File: config.mk
export PLATFORM = sky130hd
export DESIGN_NAME = rc4_xor_stream
export DESIGN_NICKNAME = d
export VERILOG_FILES = /design/src/rtl/rc4_pkg.sv /design/src/rtl/rc4_ks_fifo.sv /design/src/rtl/rc4_xor_stream.sv
export SDC_FILE = /design/constraint.sdc
export NUM_CORES = 1
export LEC_CHECK = 0
export CORE_UTILIZATION = 55
export CTS_CLUSTER_SIZE = 30
export DETAILED_ROUTE_END_ITERATION = 10
export HOLD_SLACK_MARGIN = 0.08
export MAX_ROUTING_LAYER = met4
export PLACE_DENSITY = 0.79
export SLEW_MARGIN = 40
export SYNTH_ARGS = -nofsm -noshare
export SYNTH_HDL_FRONTEND = slang
export SYNTH_SLANG_ARGS = --single-unit
File: constraint.sdc
create_clock -name clk -period 3.2 [get_ports clk]
set_input_delay 0.32 -clock clk [delete_from_list [all_inputs] [get_ports clk]]
set_output_delay 0.32 -clock clk [all_outputs]
set_load 0.03 [all_outputs]
File: src/rtl/rc4_pkg.sv
// Shared definitions for the RC4 keystream consumer slice.
// BYTE_W: the datapath byte width.
// LEN_W_DEF: the default width of the message-length and byte counters.
// KS_DEPTH_DEF: the default keystream FIFO depth.
// state_t: the sequencing FSM encoding used by rc4_xor_stream.
package rc4_pkg;

    localparam int BYTE_W       = 8;
    localparam int LEN_W_DEF    = 8;
    localparam int KS_DEPTH_DEF = 4;

    typedef enum logic [1:0] {
        ST_IDLE  = 2'd0,
        ST_RUN   = 2'd1,
        ST_DRAIN = 2'd2,
        ST_FIN   = 2'd3
    } state_t;

endpackage

File: src/rtl/rc4_ks_fifo.sv
// Small synchronous FIFO that buffers keystream bytes ahead of the XOR stage.
// The head is presented combinationally, so a pop and the use of its data
// happen in the same cycle.
// Ports:
//   clk, rst_n  clock and asynchronous active-low reset (reset empties the FIFO)
//   push        write wdata; ignored when full, even if a pop happens in the same cycle
//   pop         drop the head; ignored when empty
//   wdata       byte to write
//   rdata       current head byte (combinational)
//   full        DEPTH entries held
//   empty       no entries held
module rc4_ks_fifo
    import rc4_pkg::*;
#(
    parameter int DEPTH = KS_DEPTH_DEF,
    parameter int W     = BYTE_W
) (
    input  logic         clk,
    input  logic         rst_n,
    input  logic         push,
    input  logic         pop,
    input  logic [W-1:0] wdata,
    output logic [W-1:0] rdata,
    output logic         full,
    output logic         empty
);

    localparam int AW = (DEPTH > 1) ? $clog2(DEPTH) : 1;
    localparam int CW = AW + 1;

    logic [W-1:0]  mem [DEPTH];
    logic [AW-1:0] wr_ptr;
    logic [AW-1:0] rd_ptr;
    logic [CW-1:0] count;
    logic          do_push;
    logic          do_pop;

    // The full flag is taken from the registered count, so a same-cycle pop
    // never opens room for a push.
    assign do_push = push & ~full;
    assign do_pop  = pop & ~empty;
    assign full    = (count == CW'(DEPTH));
    assign empty   = (count == '0);
    assign rdata   = mem[rd_ptr];

    always_ff @(posedge clk) begin
        if (do_push) begin
            mem[wr_ptr] <= wdata;
        end
    end

    // DEPTH is a power of two, so the pointers wrap by natural overflow.
    always_ff @(posedge clk or negedge rst_n) begin
        if (!rst_n) begin
            wr_ptr <= '0;
            rd_ptr <= '0;
            count  <= '0;
        end else begin
            if (do_push) begin
                wr_ptr <= wr_ptr + AW'(1);
            end
            if (do_pop) begin
                rd_ptr <= rd_ptr + AW'(1);
            end
            case ({do_push, do_pop})
                2'b10:   count <= count + CW'(1);
                2'b01:   count <= count - CW'(1);
                default: count <= count;
            endcase
        end
    end

endmodule

File: src/rtl/rc4_xor_stream.sv
// Consumer end of the RC4 keystream generator. Keystream bytes are buffered
// in a small FIFO; each accepted message byte is combined with the FIFO head
// and registered as dout = din ^ ks. Encryption and decryption are the same
// operation. One message of msg_len bytes is processed per start.
// Ports:
//   clk, rst_n            clock and asynchronous active-low reset
//   start, msg_len        begin a message (honoured only in IDLE), length latched with it
//   ks_valid/ks_data/ks_ready      keystream input handshake
//   din_valid/din/din_ready        message byte input handshake
//   dout_valid/dout/dout_last/dout_ready  output handshake; dout_last marks the final byte
//   busy                  high in every state except IDLE
//   done                  one-cycle pulse once the message is complete
//
// state    | meaning
// ---------+-----------------------------------------------------------
// ST_IDLE  | waiting for start
// ST_RUN   | taking keystream and message bytes
// ST_DRAIN | last message byte taken, waiting for its output handshake
// ST_FIN   | message complete, done pulses for this single cycle
module rc4_xor_stream
    import rc4_pkg::*;
#(
    parameter int KS_DEPTH = KS_DEPTH_DEF,
    parameter int LEN_W    = LEN_W_DEF
) (
    input  logic              clk,
    input  logic              rst_n,
    input  logic              start,
    input  logic [LEN_W-1:0]  msg_len,
    input  logic              ks_valid,
    input  logic [BYTE_W-1:0] ks_data,
    output logic              ks_ready,
    input  logic              din_valid,
    input  logic [BYTE_W-1:0] din,
    output logic              din_ready,
    output logic              dout_valid,
    output logic [BYTE_W-1:0] dout,
    output logic              dout_last,
    input  logic              dout_ready,
    output logic              busy,
    output logic              done
);

    state_t            state;
    state_t            state_nx;
    logic [LEN_W-1:0]  len;
    logic [LEN_W-1:0]  kcnt;
    logic [LEN_W-1:0]  dcnt;
    logic              fifo_full;
    logic              fifo_empty;
    logic [BYTE_W-1:0] ks_head;
    logic              ks_fire;
    logic              din_fire;
    logic              dout_fire;
    logic              last_byte;
    logic              start_ok;

    rc4_ks_fifo #(
        .DEPTH (KS_DEPTH),
        .W     (BYTE_W)
    ) u_ks_fifo (
        .clk   (clk),
        .rst_n (rst_n),
        .push  (ks_fire),
        .pop   (din_fire),
        .wdata (ks_data),
        .rdata (ks_head),
        .full  (fifo_full),
        .empty (fifo_empty)
    );

    // Intake stops at len keystream bytes, so nothing is left in the FIFO
    // when the message ends and the next message starts with it empty.
    assign ks_ready  = (state == ST_RUN) & ~fifo_full & (kcnt < len);
    assign din_ready = (state == ST_RUN) & ~fifo_empty & (~dout_valid | dout_ready);

    assign ks_fire   = ks_valid & ks_ready;
    assign din_fire  = din_valid & din_ready;
    assign dout_fire = dout_valid & dout_ready;
    assign start_ok  = (state == ST_IDLE) & start;
    assign last_byte = (dcnt == len - LEN_W'(1));

    assign busy = (state != ST_IDLE);
    assign done = (state == ST_FIN);

    always_ff @(posedge clk or negedge rst_n) begin
        if (!rst_n) begin
            state <= ST_IDLE;
        end else begin
            state <= state_nx;
        end
    end

    always_comb begin
        state_nx = state;
        case (state)
            ST_IDLE: begin
                if (start) begin
                    state_nx = (msg_len == '0) ? ST_FIN : ST_RUN;
                end
            end
            ST_RUN: begin
                if (din_fire && last_byte) begin
                    state_nx = ST_DRAIN;
                end
            end
            ST_DRAIN: begin
                if (dout_fire && dout_last) begin
                    state_nx = ST_FIN;
                end
            end
            ST_FIN: begin
                state_nx = ST_IDLE;
            end
            default: begin
                state_nx = ST_IDLE;
            end
        endcase
    end

    // Counters never wrap: kcnt is held below len by ks_ready and dcnt stops
    // advancing once the last byte moves the FSM out of RUN.
    always_ff @(posedge clk or negedge rst_n) begin
        if (!rst_n) begin
            len  <= '0;
            kcnt <= '0;
            dcnt <= '0;
        end else if (start_ok) begin
            len  <= msg_len;
            kcnt <= '0;
            dcnt <= '0;
        end else begin
            if (ks_fire) begin
                kcnt <= kcnt + LEN_W'(1);
            end
            if (din_fire) begin
                dcnt <= dcnt + LEN_W'(1);
            end
        end
    end

    // A load takes priority over a drain, which gives back-to-back bytes at
    // full rate. dout itself keeps its last value when nothing is loaded.
    always_ff @(posedge clk or negedge rst_n) begin
        if (!rst_n) begin
            dout_valid <= 1'b0;
            dout       <= '0;
            dout_last  <= 1'b0;
        end else if (din_fire) begin
            dout_valid <= 1'b1;
            dout       <= din ^ ks_head;
            dout_last  <= last_byte;
        end else if (dout_fire) begin
            dout_valid <= 1'b0;
            dout_last  <= 1'b0;
        end
    end

endmodule

==> impl_metrics.yaml, run 1 <==
sta:
  setup_slack_ns: 0.198
  min_period_over_period: 0.938
  hold_viol_final: 0
  skew_ns: 0.0114
  rsz0062_at_grt: "false"
  max_freq_ghz: 0.333
  max_slew_margin: 0.583
  tightest_slew_ns: 0.625
  setup_viol: 0
  finalSetupTns_ns: 0
  slew_violations: 0
  min_period_ns: 3.00
finish:
  syn2layout_area_growth_pct: 19.6
  drive_gt1_frac: 0.107
  final_area_um2: 4370
  diodes: 0
  layout.nets: 400
  post-route-util: 0.684
clock_tree:
  cts_made_buffers: 9
  clock-root-buffer: "clkbuf_8"
  clock_latency_ns: 0.36
  clkSlewWorstSetupHoldPaths_ns: 0.09
  cts_setup_buffers: 0
  h-tree-depth: 3
  clock-sinks: 75
  cts_tree: "done"
  clockBufferDepth: 2
floorplan:
  top_level_ports: 44
  row_count: 29
  core-area_um2: 6390
  die_x_um: 83.5
  initial_core_util: 0.572
  die-area_um2: 6970
  die_h_um: 83.5
logic_synthesis:
  ys_seq_area_frac: 0.558
  synthTopCellsByCount: "dfrtp_1 (43), edfxtp_1 (32), nor2_1 (22)"
  synth_top_cell_by_area: "dfrtp_1"
  synth-edff-count: 32
  synth_cell_type_count: 43
  synth_top_area_share: 0.295
  synth_async_sr_flop_share: 0.573
  synth.most_common_cell: "dfrtp_1"
  ys_warn_count: 0
  syn_nets: 352
  ys.flop_type: "dfrtp_1"
  synth_seq_cells: 75
  synth_area_leaders: "dfrtp_1 (29%), edfxtp_1 (26%), ha_1 (6.9%)"
  synthesis.area_um2: 3650
  syn_area_per_cell_um2: 12.1
  syn_inst: 301
power:
  power.density_nw_per_um2: 870
  ir_drop_mv: 0.605
  power.total_mw: 3.80
  leakage_nw: 1.78
critical_path:
  r2r_cells: 13
  r2r_slack_ns: 0.72
  worstPathArrival_ns: 2.68
  r2r-start: "len[5]"
  required_ns: 2.88
  worstSetupPathType: "register to primary output"
  start_kind: "register"
  worstPathMaxFanout: 5
  timing.rr.end: "u_ks_fifo.count[2]"
  endpoint_kind: "primary output"
grt:
  grt_pass1_vias: 2426
  grt_max_degree: 44
  grt.total_usage: 0.221
  grt.overflow.total: 0
  grt_pass1_wl_um: 11500
  antenna_found_initial: 0
route:
  ant_nets: 0
  viasPerCell: 5.51
  wirelength_um: 6820
  dr.pass1.iters: 4
  drt_iter0_markers: 125
  vias: 2375
  drc: 0
  routedWlPerCell_um: 15.8
placed_design:
  dpl_cell_area_um2: 4160
  gp_congestion: 0.805
  pre_cts_slack_ns: 0.587
  portBuffers: 43
  dpl.hpwl_um: 5100
run_status:
  status: "finished, final reports clean"
hold_path:
  hp-class: "input pin to async pin"
flow_run:
  maxCapViolCount: 0
## how the worst max path moves through the flow
stage / from / to / slack [ns] / cells after the start
final: len[5] / ks_ready / 0.20 / 8
after CTS: len[5] / ks_ready / 0.17 / 8
after global placement: len[5] / ks_ready / 0.69 / 8
after global routing: len[5] / ks_ready / 0.03 / 8
after floorplan: len[5] / u_ks_fifo.count[2] / 0.53 / 14
after detailed placement: len[5] / ks_ready / 0.59 / 8
## per-stage QoR
step           hold WS [ns]  instances
2_1_floorplan        0.0244        301
3_3_place_gp          0.486        414
3_5_place_dp          0.353        414
4_1_cts               0.496        431
5_1_grt               0.519        431
6_report              0.482        431
## where the power goes
group | total (mW) | leakage, nW | switching [mW] | internal (mW)
Combinational | 1.59 | 0.851 | 0.856 | 0.733
Clock | 0.716 | 0.102 | 0.406 | 0.309
Sequential | 1.49 | 0.830 | 0.243 | 1.25
## kinds of logic (layout without fill, tap and decap cells)
| kind of cell | after synthesis | after routing | synth area share |
|---|---|---|---|
| compound gates | 48 | 48 | 0.0815 |
| xor+xnor | 32 | 32 | 0.0767 |
| fa+ha+maj | 21 | 21 | 0.0740 |
| buf+inv | 28 | 81 | 0.0295 |
| flops | 75 | 75 | 0.558 |
| mux | 11 | 11 | 0.0579 |
| simple gates | 86 | 86 | 0.123 |
## worst max-delay path, stage by stage (launching register included)
cell             delay, ns
dfrtp_1               0.41
inv_1                 0.09
ha_1                  0.32
a21oi_1               0.15
nor2b_1               0.06
o21ai_0               0.13
and4b_1               0.25
o21a_1                0.22
clkdlybuf4s50_1       0.69
## cells in the final DEF (no fill, tap or decap), types with 3 or more instances in the layout
master / netlist / final
xnor2_1: 18 / 18
and3_1: 8 / 8
inv_1: 17 / 17
nand4_1: 3 / 3
inv_6: 0 / 4
clkbuf_8: 0 / 9
or3_1: 6 / 6
a21oi_1: 17 / 17
ha_1: 20 / 20
dfrtp_1: 43 / 43
o21ai_0: 18 / 18
nand3_1: 13 / 13
clkdlybuf4s50_1: 0 / 42
edfxtp_1: 32 / 32
xor2_1: 14 / 14
buf_4: 0 / 4
mux4_2: 8 / 8
nand2_1: 17 / 17
nor2_1: 22 / 22
## per-layer routing
| metal | GRT usage | wire (um) | vias to the layer above |
|---|---|---|---|
| li1 | - | - | 1176 |
| met1 | 0.277 | 3070 | 1155 |
| met3 | 0.0415 | 203 | 6 |
| met5 | - | 0 | - |
| met2 | 0.368 | 3490 | 38 |
| met4 | 0.0724 | 63 | 0 |
## timing repair
item	in CTS	in global routing
endpoints found under the hold margin	43	0
hold buffers	1	0
setup endpoints to repair	0	0
resized for setup	0	0
## flip-flops by register name, indices dropped and copies added, names as in the netlist
| name | flops |
|---|---|
| u_ks_fifo.mem | 32 |
| dcnt | 8 |
| dout | 8 |
| kcnt | 8 |
| len | 8 |
| u_ks_fifo.count | 3 |
| state | 2 |
| u_ks_fifo.rd_ptr | 2 |
| u_ks_fifo.wr_ptr | 2 |
| dout_last | 1 |
| dout_valid | 1 |
## area by class of cell
class                           count  area, um^2
Sequential cell                    75        2040
Fill cell                         465        2020
Multi-Input combinational cell    198        1510
Timing Repair Buffer               47         460
Clock buffer                        9         124
Tap cell                           77        96.3
Clock inverter                      7        73.8
Inverter                           18        67.6
(Power assumes the default switching activity.)
==> run 2: changes to the inputs <==
==> constraint.sdc (replaced) <==
create_clock -name clk -period 3.2 [get_ports clk]
set_input_delay 0.96 -clock clk [delete_from_list [all_inputs] [get_ports clk]]
set_output_delay 0.96 -clock clk [all_outputs]
set_load 0.03 [all_outputs]
==> run 2 against run 1 <==
  * Maximum frequency decreased by 2.0%
  * Die area unchanged
  * Combinational power hardly changed
  * Clock skew down 0.00063 ns
  * Sequential power about the same
  * First-iteration DRC count up 50%
  * Critical path depth unchanged
  * Global-route usage increased by 1.7 points
  * Flip-flop and latch count stayed put
  * Register-to-register slack worse by 0.04 ns
  * Sequential share of layout area barely moved
  * Count of clock-buffer cells in the layout unchanged
==> impl_metrics.yaml, run 2 (synthesis gave the netlist of run 1 again) <==
run_status:
  status: "finished, final reports clean"
route:
  drc: 0
  drt_iter0_markers: 187
  ant_nets: 0
  routedWlPerCell_um: 17.3
  dr.pass1.iters: 4
  vias: 2463
  viasPerCell: 5.73
  wirelength_um: 7430
placed_design:
  dpl.hpwl_um: 5190
  dp.cells: 414
  portBuffers: 43
  gp_congestion: 0.789
  dpl_cell_area_um2: 4150
grt:
  grt.total_usage: 0.238
  grt_pass1_vias: 2558
  grt_max_degree: 44
  grt_pass1_wl_um: 12300
  grt.overflow.total: 0
  antenna_found_initial: 0
floorplan:
  top_level_ports: 44
  row_count: 29
  core-area_um2: 6390
  initial_core_util: 0.572
  die_h_um: 83.5
  die_x_um: 83.5
  die-area_um2: 6970
clock_tree:
  clock-sinks: 75
  clock_latency_ns: 0.36
  cts_tree: "done"
  cts_made_buffers: 9
  clockBufferDepth: 2
  clock-root-buffer: "clkbuf_8"
  clkSlewWorstSetupHoldPaths_ns: 0.09
  h-tree-depth: 3
critical_path:
  worstPathArrival_ns: 2.10
  worstSetupPathType: "register to primary output"
  start_kind: "register"
  required_ns: 2.24
  worstPathMaxFanout: 5
  endpoint_kind: "primary output"
sta:
  slew_violations: 0
  max_freq_ghz: 0.326
  finalSetupTns_ns: 0
  max_slew_margin: 0.631
  rsz0062_at_grt: "false"
  skew_ns: 0.0108
  tightest_slew_ns: 0.554
  setup_viol: 0
  hold_viol_final: 0
  min_period_over_period: 0.957
  min_period_ns: 3.06
finish:
  final_area_um2: 4370
  top_register: "u_ks_fifo.mem"
  drive_gt1_frac: 0.116
  fillers: 469
  multi_input_area_um2: 1510
  layout_common_cells: "dfrtp_1 (43), clkdlybuf4s50_1 (40), edfxtp_1 (32)"
  diodes: 0
  largest_reg_flops: 32
  syn2layout_area_growth_pct: 19.6
  register_area_um2: 2040
  layout.nets: 399
  finalNonFillerCells: 430
  final_common_cell: "dfrtp_1"
power:
  clkPwrFrac: 0.204
  leakage_nw: 1.79
  power.density_nw_per_um2: 891
  ir_drop_mv: 0.492
  p_seq_frac: 0.386
  p_int_mw: 2.36
  p_comb_frac: 0.411
  p_switching_mw: 1.53
  sw_frac_of_total: 0.394
hold_path:
  hp-class: "register to register"
flow_run:
  maxCapViolCount: 0
==> run 2: final cells by class <==
class,count,share of cell area
clock buffers,9,0.0284
inverters,18,0.0155
well taps,77,0.0221
multi-input cells,198,0.345
repair buffers,46,0.102
flip-flops and latches,75,0.466
clock inverters,7,0.0206
==> run 2: metrics by stage <==
stage / utilization / hold WS, ns / worst slack [ns] / power (mW)
final: 0.684 / 0.508 / 0.136 / 3.89
after detailed placement: 0.650 / 0.496 / 0.171 / 3.09
after global routing: 0.684 / 0.513 / 0.0238 / 4.13
after CTS: 0.684 / 0.511 / 0.0870 / 3.91
after floorplan: - / 0.456 / 0.416 / 2.60
after global placement: 0.650 / 0.474 / 0.239 / 3.03
==> run 2: worst max-delay path: stages (launching register included) <==
cell	delay [ns]
dfrtp_1	0.41
inv_1	0.10
ha_1	0.31
a21oi_1	0.13
nor2b_1	0.05
o21ai_0	0.12
and4b_1	0.25
o21a_2	0.19
buf_4	0.17
==> run 2: repair_timing <==
| item | in CTS | in global routing |
|---|---|---|
| endpoints found under the setup margin | 0 | 1 |
| hold buffers | 0 | 0 |
| endpoints found under the hold margin | 0 | 0 |
| resized for setup | 0 | 1 |
| setup buffers | 0 | 0 |
==> run 2: routing by layer <==
metal  GRT usage  up-vias  part of all wire
met3      0.0485       12             0.036
met2       0.387       45              0.51
li1            -     1165                 -
met1       0.300     1241              0.44
met5           -        -                 0
met4      0.0878        0             0.018
==> run 2: final timing paths <==
path,slack (ns),endpoint,depth (start not counted),startpoint
hold reg to reg,0.51,u_ks_fifo.count[0],1,u_ks_fifo.count[0]
hold / removal,0.51,u_ks_fifo.count[0],1,u_ks_fifo.count[0]
setup / recovery,0.14,ks_ready,8,len[5]
min in group asynchronous,0.57,state[1],1,rst_n
max in group asynchronous,2.24,dout_valid,1,rst_n
setup reg to reg,0.68,u_ks_fifo.count[2],13,len[5]
==> run 2: power by group through the flow <==
stage               clock network, mW  registers, mW  logic, mW
floorplan                           0           1.52       1.08
global placement                    0           1.50       1.52
detailed placement                  0           1.52       1.57
CTS                             0.806           1.50       1.60
global route                    0.838           1.54       1.76
finish                          0.793           1.50       1.60
==> run 3: changes to the inputs <==
--- a/config.mk
+++ b/config.mk
@@ -11,7 +11,7 @@
 export HOLD_SLACK_MARGIN = 0.08
 export MAX_ROUTING_LAYER = met4
 export PLACE_DENSITY = 0.79
-export SLEW_MARGIN = 40
+export SLEW_MARGIN = 5
 export SYNTH_ARGS = -nofsm -noshare
 export SYNTH_HDL_FRONTEND = slang
 export SYNTH_SLANG_ARGS = --single-unit
==> run 3 against run 2 <==
  * Non-clock buffer count is 2 higher
  * Setup slack got worse by 0.017 ns
  * Core utilization rose by 0.18 points
  * Highest routed layer unchanged
==> impl_metrics.yaml, run 3 (synthesis gave the netlist of run 1 again) <==
sta:
  hold_viol_final: 0
  max_freq_ghz: 0.325
  tightest_slew_ns: 0.937
  hold_slack_ns: 0.500
  setup_viol: 0
  skew_ns: 0.00741
  finalSetupTns_ns: 0
  max_slew_margin: 0.375
  min_period_ns: 3.08
  slew_violations: 0
  min_period_over_period: 0.963
finish:
  diodes: 0
  finalNonFillerCells: 432
  final_area_um2: 4380
  fillers: 457
  syn2layout_area_growth_pct: 19.9
  drive_gt1_frac: 0.118
  layout.nets: 401
  register_area_um2: 2040
  multi_input_area_um2: 1510
  final_common_cell: "dfrtp_1"
  largest_reg_flops: 32
  layout_common_cells: "dfrtp_1 (43), clkdlybuf4s50_1 (40), edfxtp_1 (32)"
  top_register: "u_ks_fifo.mem"
critical_path:
  crit_path_frequent_cell: "a21o_1"
  cp_cell_sequence: "inv_1, ha_1, a21o_1, a21o_1, a21oi_1, o21a_1, buf_4"
  endpoint_kind: "primary output"
  worstPathArrival_ns: 2.12
  slowest_stage: "dfrtp_1"
  worstPathMaxFanout: 4
  start_kind: "register"
  worst_path_largest_cell_delay_ns: 0.40
  worstSetupPathType: "register to primary output"
  required_ns: 2.24
  r2r_cells: 14
route:
  ant_nets: 0
  drt_iter0_markers: 138
  wirelength_um: 7250
  vias: 2432
  viasPerCell: 5.63
  dr.pass1.iters: 4
  drc: 0
  routedWlPerCell_um: 16.8
clock_tree:
  clkSlewWorstSetupHoldPaths_ns: 0.09
  h-tree-depth: 3
  clock_latency_ns: 0.36
  clock-sinks: 75
  cts-resized-gates: 0
  clockBufferDepth: 2
  cts_made_buffers: 9
  cts_tree: "done"
  clock-root-buffer: "clkbuf_8"
placed_design:
  portBuffers: 43
  dpl.hpwl_um: 5170
  dp.cells: 414
  dpl_cell_area_um2: 4150
  gp_congestion: 0.789
power:
  power.density_nw_per_um2: 887
  leakage_nw: 1.80
  ir_drop_mv: 0.486
floorplan:
  top_level_ports: 44
  row_count: 29
  die-area_um2: 6970
  die_x_um: 83.5
  die_h_um: 83.5
  core-area_um2: 6390
  initial_core_util: 0.572
grt:
  grt.overflow.total: 0
  grt_pass1_vias: 2546
  antenna_found_initial: 0
  grt_pass1_wl_um: 12200
  grt_max_degree: 44
  grt.total_usage: 0.238
flow_run:
  maxCapViolCount: 0
hold_path:
  hp-class: "register to register"
  holdPathStages: 1
run_status:
  status: "finished, final reports clean"
-- run 3: area by class of cell --
cell class	count	share of cell area
sequential	75	0.465
multi-input combinational	198	0.344
timing repair buffer	48	0.105
clock buffer	9	0.0283
tap	77	0.0220
clock inverter	7	0.0206
inverter	18	0.0154
-- run 3: critical path: cells and delay by family (launching register included) --
kind            cells  cell delay [ns]
compound gates      4             0.78
fa+ha+maj           1             0.25
buf+inv             2             0.33
flops               1             0.40
-- run 3: routing by layer --
layer	track usage	share of wire	routed length, um
met2	0.376	0.51	3720
met1	0.301	0.42	3050
met5	-	0	0
met3	0.0514	0.034	243
met4	0.105	0.032	229
-- run 3: repair_timing --
item	in CTS	in global routing
endpoints found under the setup margin	0	1
hold buffers	0	0
buffers inserted	0	2
-- run 3: final timing paths --
check	startpoint	end	slack (ns)
max in group asynchronous	rst_n	dout[2]	1.88
worst max-delay path	len[1]	ks_ready	0.12
worst min-delay path	u_ks_fifo.count[0]	u_ks_fifo.count[0]	0.50
worst min register to register	u_ks_fifo.count[0]	u_ks_fifo.count[0]	0.50
worst max register to register	len[5]	u_ks_fifo.count[2]	0.56
min in group asynchronous	rst_n	u_ks_fifo.count[0]	0.74
-- run 3: power breakdown --
part	internal, mW	switching (mW)	total, mW
logic	0.740	0.861	1.60
clock network	0.383	0.399	0.782
registers	1.25	0.250	1.50
total	2.37	1.51	3.88
-- run 3: stage by stage --
step                worst slack, ns   util  total power [mW]
floorplan                     0.416      -              2.60
global placement              0.239  0.650              3.03
detailed placement            0.171  0.650              3.09
CTS                           0.113  0.684              3.89
global route                -0.0103  0.686              4.15
finish                        0.120  0.686              3.88
